File: config.mk
export PLATFORM = sky130hd
export DESIGN_NAME = gpio_responder_flat
export DESIGN_NICKNAME = d
export VERILOG_FILES = /design/src/rtl/gpio_responder_if.sv /design/src/rtl/gpio_responder.sv /design/src/flat_wrapper.sv
export SDC_FILE = /design/constraint.sdc
export NUM_CORES = 1
export LEC_CHECK = 0
export ABC_AREA = 1
export CORE_MARGIN = 5
export CORE_UTILIZATION = 58
export CTS_CLUSTER_DIAMETER = 200
export DETAILED_ROUTE_END_ITERATION = 8
export DONT_BUFFER_PORTS = 1
export PLACE_DENSITY = 0.84
export SYNTH_ARGS = -nofsm -noshare
export SYNTH_HDL_FRONTEND = slang
export SYNTH_SLANG_ARGS = --single-unit
File: constraint.sdc
create_clock -name clk_i -period 2.4 [get_ports clk_i]
set_input_delay 0.36 -clock clk_i [delete_from_list [all_inputs] [get_ports clk_i]]
set_output_delay 0.36 -clock clk_i [all_outputs]
set_load 0.02 [all_outputs]
File: src/rtl/gpio_responder_if.sv
// CPU data-bus signals between the address decoder / CPU (master) and the GPIO responder (slave).
interface gpio_responder_if;
   logic [31:0] Address_i;
   logic        Mem_write_i;
   logic        Mem_read_i;
   logic        selector_gpio_i;
   logic [31:0] Write_data_i;
   logic [31:0] Read_data_o;

   modport master (
      output Address_i, Mem_write_i, Mem_read_i, selector_gpio_i, Write_data_i,
      input  Read_data_o
   );

   modport slave (
      input  Address_i, Mem_write_i, Mem_read_i, selector_gpio_i, Write_data_i,
      output Read_data_o
   );
endinterface

File: src/rtl/gpio_responder.sv
// Memory-mapped GPIO responder: LED output register, synchronised + debounced switch inputs.
// Optional input-change interrupt flag enabled by defining GPIO_IRQ_EN.
module gpio_responder #(
   parameter int unsigned WIDTH           = 8,
   parameter logic [31:0] ADDR_OUT        = 32'h10010024,
   parameter logic [31:0] ADDR_IN         = 32'h10010028,
   parameter int unsigned DEBOUNCE_CYCLES = 50000
) (
   input  logic             clk_i,
   input  logic             rst_n_i,
   gpio_responder_if.slave  bus,
   input  logic [WIDTH-1:0] gpio_in_i,
   output logic [WIDTH-1:0] gpio_out_o,
   output logic             irq_o
);

   localparam int unsigned CW = $clog2(DEBOUNCE_CYCLES) + 1;
   localparam logic [CW-1:0] CntMax = CW'(DEBOUNCE_CYCLES - 1);

   logic [WIDTH-1:0] r_sync1;
   logic [WIDTH-1:0] r_sync2;
   logic [WIDTH-1:0] r_stable;
   logic [WIDTH-1:0] r_gpio_out;
   logic [CW-1:0]    r_cnt;

   logic w_wr_hit;
   logic w_rd_hit;
   logic w_unused_wdata;

   assign w_wr_hit = bus.selector_gpio_i && bus.Mem_write_i && (bus.Address_i == ADDR_OUT);
   assign w_rd_hit = bus.selector_gpio_i && bus.Mem_read_i && (bus.Address_i == ADDR_IN);

   // Upper store-data bits have no destination.
   assign w_unused_wdata = ^bus.Write_data_i;

   assign bus.Read_data_o = w_rd_hit ? 32'(r_stable) : 32'h0;
   assign gpio_out_o      = r_gpio_out;

   always_ff @(posedge clk_i or negedge rst_n_i) begin
      if (!rst_n_i) begin
         r_sync1    <= '0;
         r_sync2    <= '0;
         r_stable   <= '0;
         r_cnt      <= '0;
         r_gpio_out <= '0;
      end else begin
         r_sync1 <= gpio_in_i;
         r_sync2 <= r_sync1;
         if (w_wr_hit) begin
            r_gpio_out <= bus.Write_data_i[WIDTH-1:0];
         end
         // One counter for the whole vector: any return to stable restarts the count.
         if (r_sync2 == r_stable) begin
            r_cnt <= '0;
         end else if (r_cnt == CntMax) begin
            r_stable <= r_sync2;
            r_cnt    <= '0;
         end else begin
            r_cnt <= r_cnt + CW'(1);
         end
      end
   end

`ifdef GPIO_IRQ_EN
   logic w_stable_chg;
   logic r_irq;

   assign w_stable_chg = (r_sync2 != r_stable) && (r_cnt == CntMax);

   // Set has priority over the read-clear so a change coinciding with a load is not lost.
   always_ff @(posedge clk_i or negedge rst_n_i) begin
      if (!rst_n_i) begin
         r_irq <= 1'b0;
      end else if (w_stable_chg) begin
         r_irq <= 1'b1;
      end else if (w_rd_hit) begin
         r_irq <= 1'b0;
      end
   end

   assign irq_o = r_irq;
`else
   assign irq_o = 1'b0;
`endif

endmodule

File: src/flat_wrapper.sv
// flat-port wrapper written by rule: the top's interface ports become plain ports
module gpio_responder_flat 
#(
   parameter int unsigned WIDTH           = 8,
   parameter logic [31:0] ADDR_OUT        = 32'h10010024,
   parameter logic [31:0] ADDR_IN         = 32'h10010028,
   parameter int unsigned DEBOUNCE_CYCLES = 50000
)
  (clk_i, rst_n_i, gpio_in_i, gpio_out_o, irq_o, bus_Address_i, bus_Mem_write_i, bus_Mem_read_i, bus_selector_gpio_i, bus_Write_data_i, bus_Read_data_o);
  gpio_responder_if bus_i ();
  input  logic clk_i;
  input  logic rst_n_i;
  input  logic [WIDTH-1:0] gpio_in_i;
  output logic [WIDTH-1:0] gpio_out_o;
  output logic irq_o;
  input wire logic [$bits(bus_i.Address_i)-1:0] bus_Address_i;
  input wire logic [$bits(bus_i.Mem_write_i)-1:0] bus_Mem_write_i;
  input wire logic [$bits(bus_i.Mem_read_i)-1:0] bus_Mem_read_i;
  input wire logic [$bits(bus_i.selector_gpio_i)-1:0] bus_selector_gpio_i;
  input wire logic [$bits(bus_i.Write_data_i)-1:0] bus_Write_data_i;
  output wire logic [$bits(bus_i.Read_data_o)-1:0] bus_Read_data_o;
  assign bus_i.Address_i = bus_Address_i;
  assign bus_i.Mem_write_i = bus_Mem_write_i;
  assign bus_i.Mem_read_i = bus_Mem_read_i;
  assign bus_i.selector_gpio_i = bus_selector_gpio_i;
  assign bus_i.Write_data_i = bus_Write_data_i;
  assign bus_Read_data_o = bus_i.Read_data_o;
  gpio_responder #(.WIDTH(WIDTH), .ADDR_OUT(ADDR_OUT), .ADDR_IN(ADDR_IN), .DEBOUNCE_CYCLES(DEBOUNCE_CYCLES)) u_core (.clk_i(clk_i), .rst_n_i(rst_n_i), .bus(bus_i), .gpio_in_i(gpio_in_i), .gpio_out_o(gpio_out_o), .irq_o(irq_o));
endmodule
==> flow_summary.ini <==
[status]
status = finished clean

[setup_path]
worst-setup-path-type = in -> out
critPathLaunchType = input port
critical_path_required_ns = 2.04
worst_ep_arrival_time_ns = 1.37
cp-end-kind = output pin
crit_fanout = 8

[clocking]
clk_path_buf_depth = 2
post_cts_buffers = 0
cts-root-buf = clkbuf_8
clk_pin_slew_ns = 0.09
insertion_delay_ns = 0.30
cts_tree = yes
cts_sinks = 49
htree_levels = 2
cts_buffers = 5

[cells_and_area]
final_common_cell = nand2_1
final_cell_mix = 66 x nand2_1, 49 x dfrtp_1, 44 x nor2_1
fin_nets = 394
drive_gt1_frac = 0.1546
syn2layout_area_growth_pct = 5.210
n_antenna_cell = 0

[floorplanning]
num_io_pins = 118
die_h_um = 76.87
die_area_um2 = 5909
core-area_um2 = 4354
die_width_um = 76.87
placementRows = 24
initial_core_util = 0.5957

[routing]
drt-total-wl_um = 4580
met1Wirelength_um = 1880
drc = 0
dr.pass1.iters = 6
drt-initial-drc-count = 119
wl_met3_um = 323
highest_layer = met4
vias_per_cell = 5.003
vias = 1846
dr_wl_met2_um = 2334
wire_per_inst_um = 12.41
route.antenna.remaining_nets = 0

[power_and_ir_drop]
power_mw = 1.682
ir_drop_mv = 0.4885
power_density_nw_per_um2 = 616.3
p_leak_nw = 1.323

[placed_design]
post-place-ws_ns = 0.6476
io_buffer_count = 0
gp_congestion = 0.8068
dp_hpwl_um = 3634

[logic_synthesis]
synth_top_area_share = 0.4727
yosysWarningCount = 0
synth_xor_area_frac = 0.06078
yosysSeqAreaShare = 0.4727
yosysUniqueCellTypes = 29
synthTopCellsByArea = dfrtp_1 47%, nand2_1 9.6%, buf_4 7.5%
syn_inst = 303
syn_area_um2 = 2594
synth_seq_cells = 49
synthAdderAreaFrac = 0.004824
ys.flop_type = dfrtp_1
synthSimpleGateAreaFrac = 0.3425
avgSynthCellArea_um2 = 8.560
yosys.area.top_type = dfrtp_1
synth_compound_area_frac = 0
synth.area.mux_share = 0
async_reset_ff_frac = 1.000
synth-edff-count = 0
synth_top_family_by_area = simple AND/OR/NAND/NOR gates

[min_path]
hold_path_class = in -> reg

[global_routing]
first_global_vias = 1718
grt-ovfl-total = 0
grt_pass1_wl_um = 7955
grt_start_max_net_pins = 50
antenna_found_initial = 0
grt_usage = 0.1646

[timing]
skew_ns = 0.007649
worst_slack_ns = 0.6691
fin_setup_tns_ns = 0
setup_viol = 0
hold_violations = 0
relSlewSlack = 0.5988
rsz0062_at_grt = no
fmax_mhz = 577.7
post-route-period-util = 0.7212
min_period_ns = 1.731
worst_pin_slew_ns = 0.6006
drv_slew = 0

[job]
max_cap_viol_count = 0
-- logic make-up (layout without fill, tap and decap cells) --
family	after synthesis	in the layout
other	1	25
buffers and inverters	55	45
flip-flops	49	49
XOR/XNOR	18	18
adder cells (fa/ha/maj)	1	1
AND/OR/NAND/NOR	179	179
-- stage by stage --
| step | area (um2) | hold WS [ns] | utilization | std cells |
|---|---|---|---|---|
| floorplan | 2684 | 0.06441 | - | 327 |
| global placement | 2605 | 0.06558 | 0.5983 | 359 |
| detailed placement | 2605 | 0.06566 | 0.5983 | 359 |
| CTS | 2729 | 0.06870 | 0.6267 | 369 |
| global route | 2729 | 0.05013 | 0.6267 | 369 |
| finish | 2729 | 0.07652 | 0.6267 | 369 |
-- worst paths after layout --
kind                                                  start                             end  slack [ns]  depth (start not counted)
worst max-delay path                      bus_Address_i[11]              bus_Read_data_o[2]        0.67                          5
min in group asynchronous                           rst_n_i     u_core.r_sync1[1]$_DFF_PN0_        0.57                          2
max in group asynchronous                           rst_n_i     u_core.r_sync2[2]$_DFF_PN0_        1.63                          2
worst min register to register  u_core.r_sync1[1]$_DFF_PN0_     u_core.r_sync2[1]$_DFF_PN0_        0.35                          0
worst max register to register    u_core.r_cnt[0]$_DFF_PN0_  u_core.r_stable[4]$_DFFE_PN0P_        0.89                          8
worst min-delay path                           gpio_in_i[6]     u_core.r_sync1[6]$_DFF_PN0_        0.08                          0
-- worst max-delay path, cell delays in order --
cell and delay (ns):
nor2_1 0.08, nand4_1 0.16, nand3b_1 0.36, nor3_1 0.23, buf_4 0.18
-- metal layers --
layer | up-vias | track usage
met5 | - | 0
met4 | 0 | 0.05245
met3 | 3 | 0.05269
met2 | 50 | 0.2708
met1 | 881 | 0.2050
li1 | 912 | -
-- power breakdown --
part / leakage (nW) / total, mW / internal (mW) / switching [mW]
combinational: 0.642 / 0.230 / 0.0864 / 0.143
sequential: 0.636 / 0.982 / 0.894 / 0.0877
clock: 0.0456 / 0.470 / 0.208 / 0.263
-- Yosys cell counts (6+ instances only) --
cell     number
buf_4        26
dfrtp_1      49
inv_1        21
nand2_1      66
nand2_2       8
nand3_1      20
nand4_1       6
nor2_1       44
nor2_2        8
nor3_1        9
xnor2_1      11
xor2_1        7
-- flip-flops by register name, indices dropped and copies added, names as in the netlist --
| register | cells |
|---|---|
| u_core.r_cnt | 17 |
| u_core.gpio_out_o | 8 |
| u_core.r_stable | 8 |
| u_core.r_sync1 | 8 |
| u_core.r_sync2 | 8 |
-- layout make-up --
cell class                      count  area (um2)
Clock inverter                      2       13.76
Inverter                           27       101.3
Sequential cell                    49        1226
Multi-Input combinational cell    223        1152
Timing Repair Buffer               10       97.59
Fill cell                         392        1625
Clock buffer                        6       72.57
Tap cell                           52       65.06
-- what timing repair did --
| item | 4_1_cts | 5_1_grt |
|---|---|---|
| endpoints found under the hold margin | 49 | 0 |
| hold buffers | 2 | 0 |
| gates resized for setup | 0 | 0 |
Note: power is estimated with default switching activity, not from simulation.
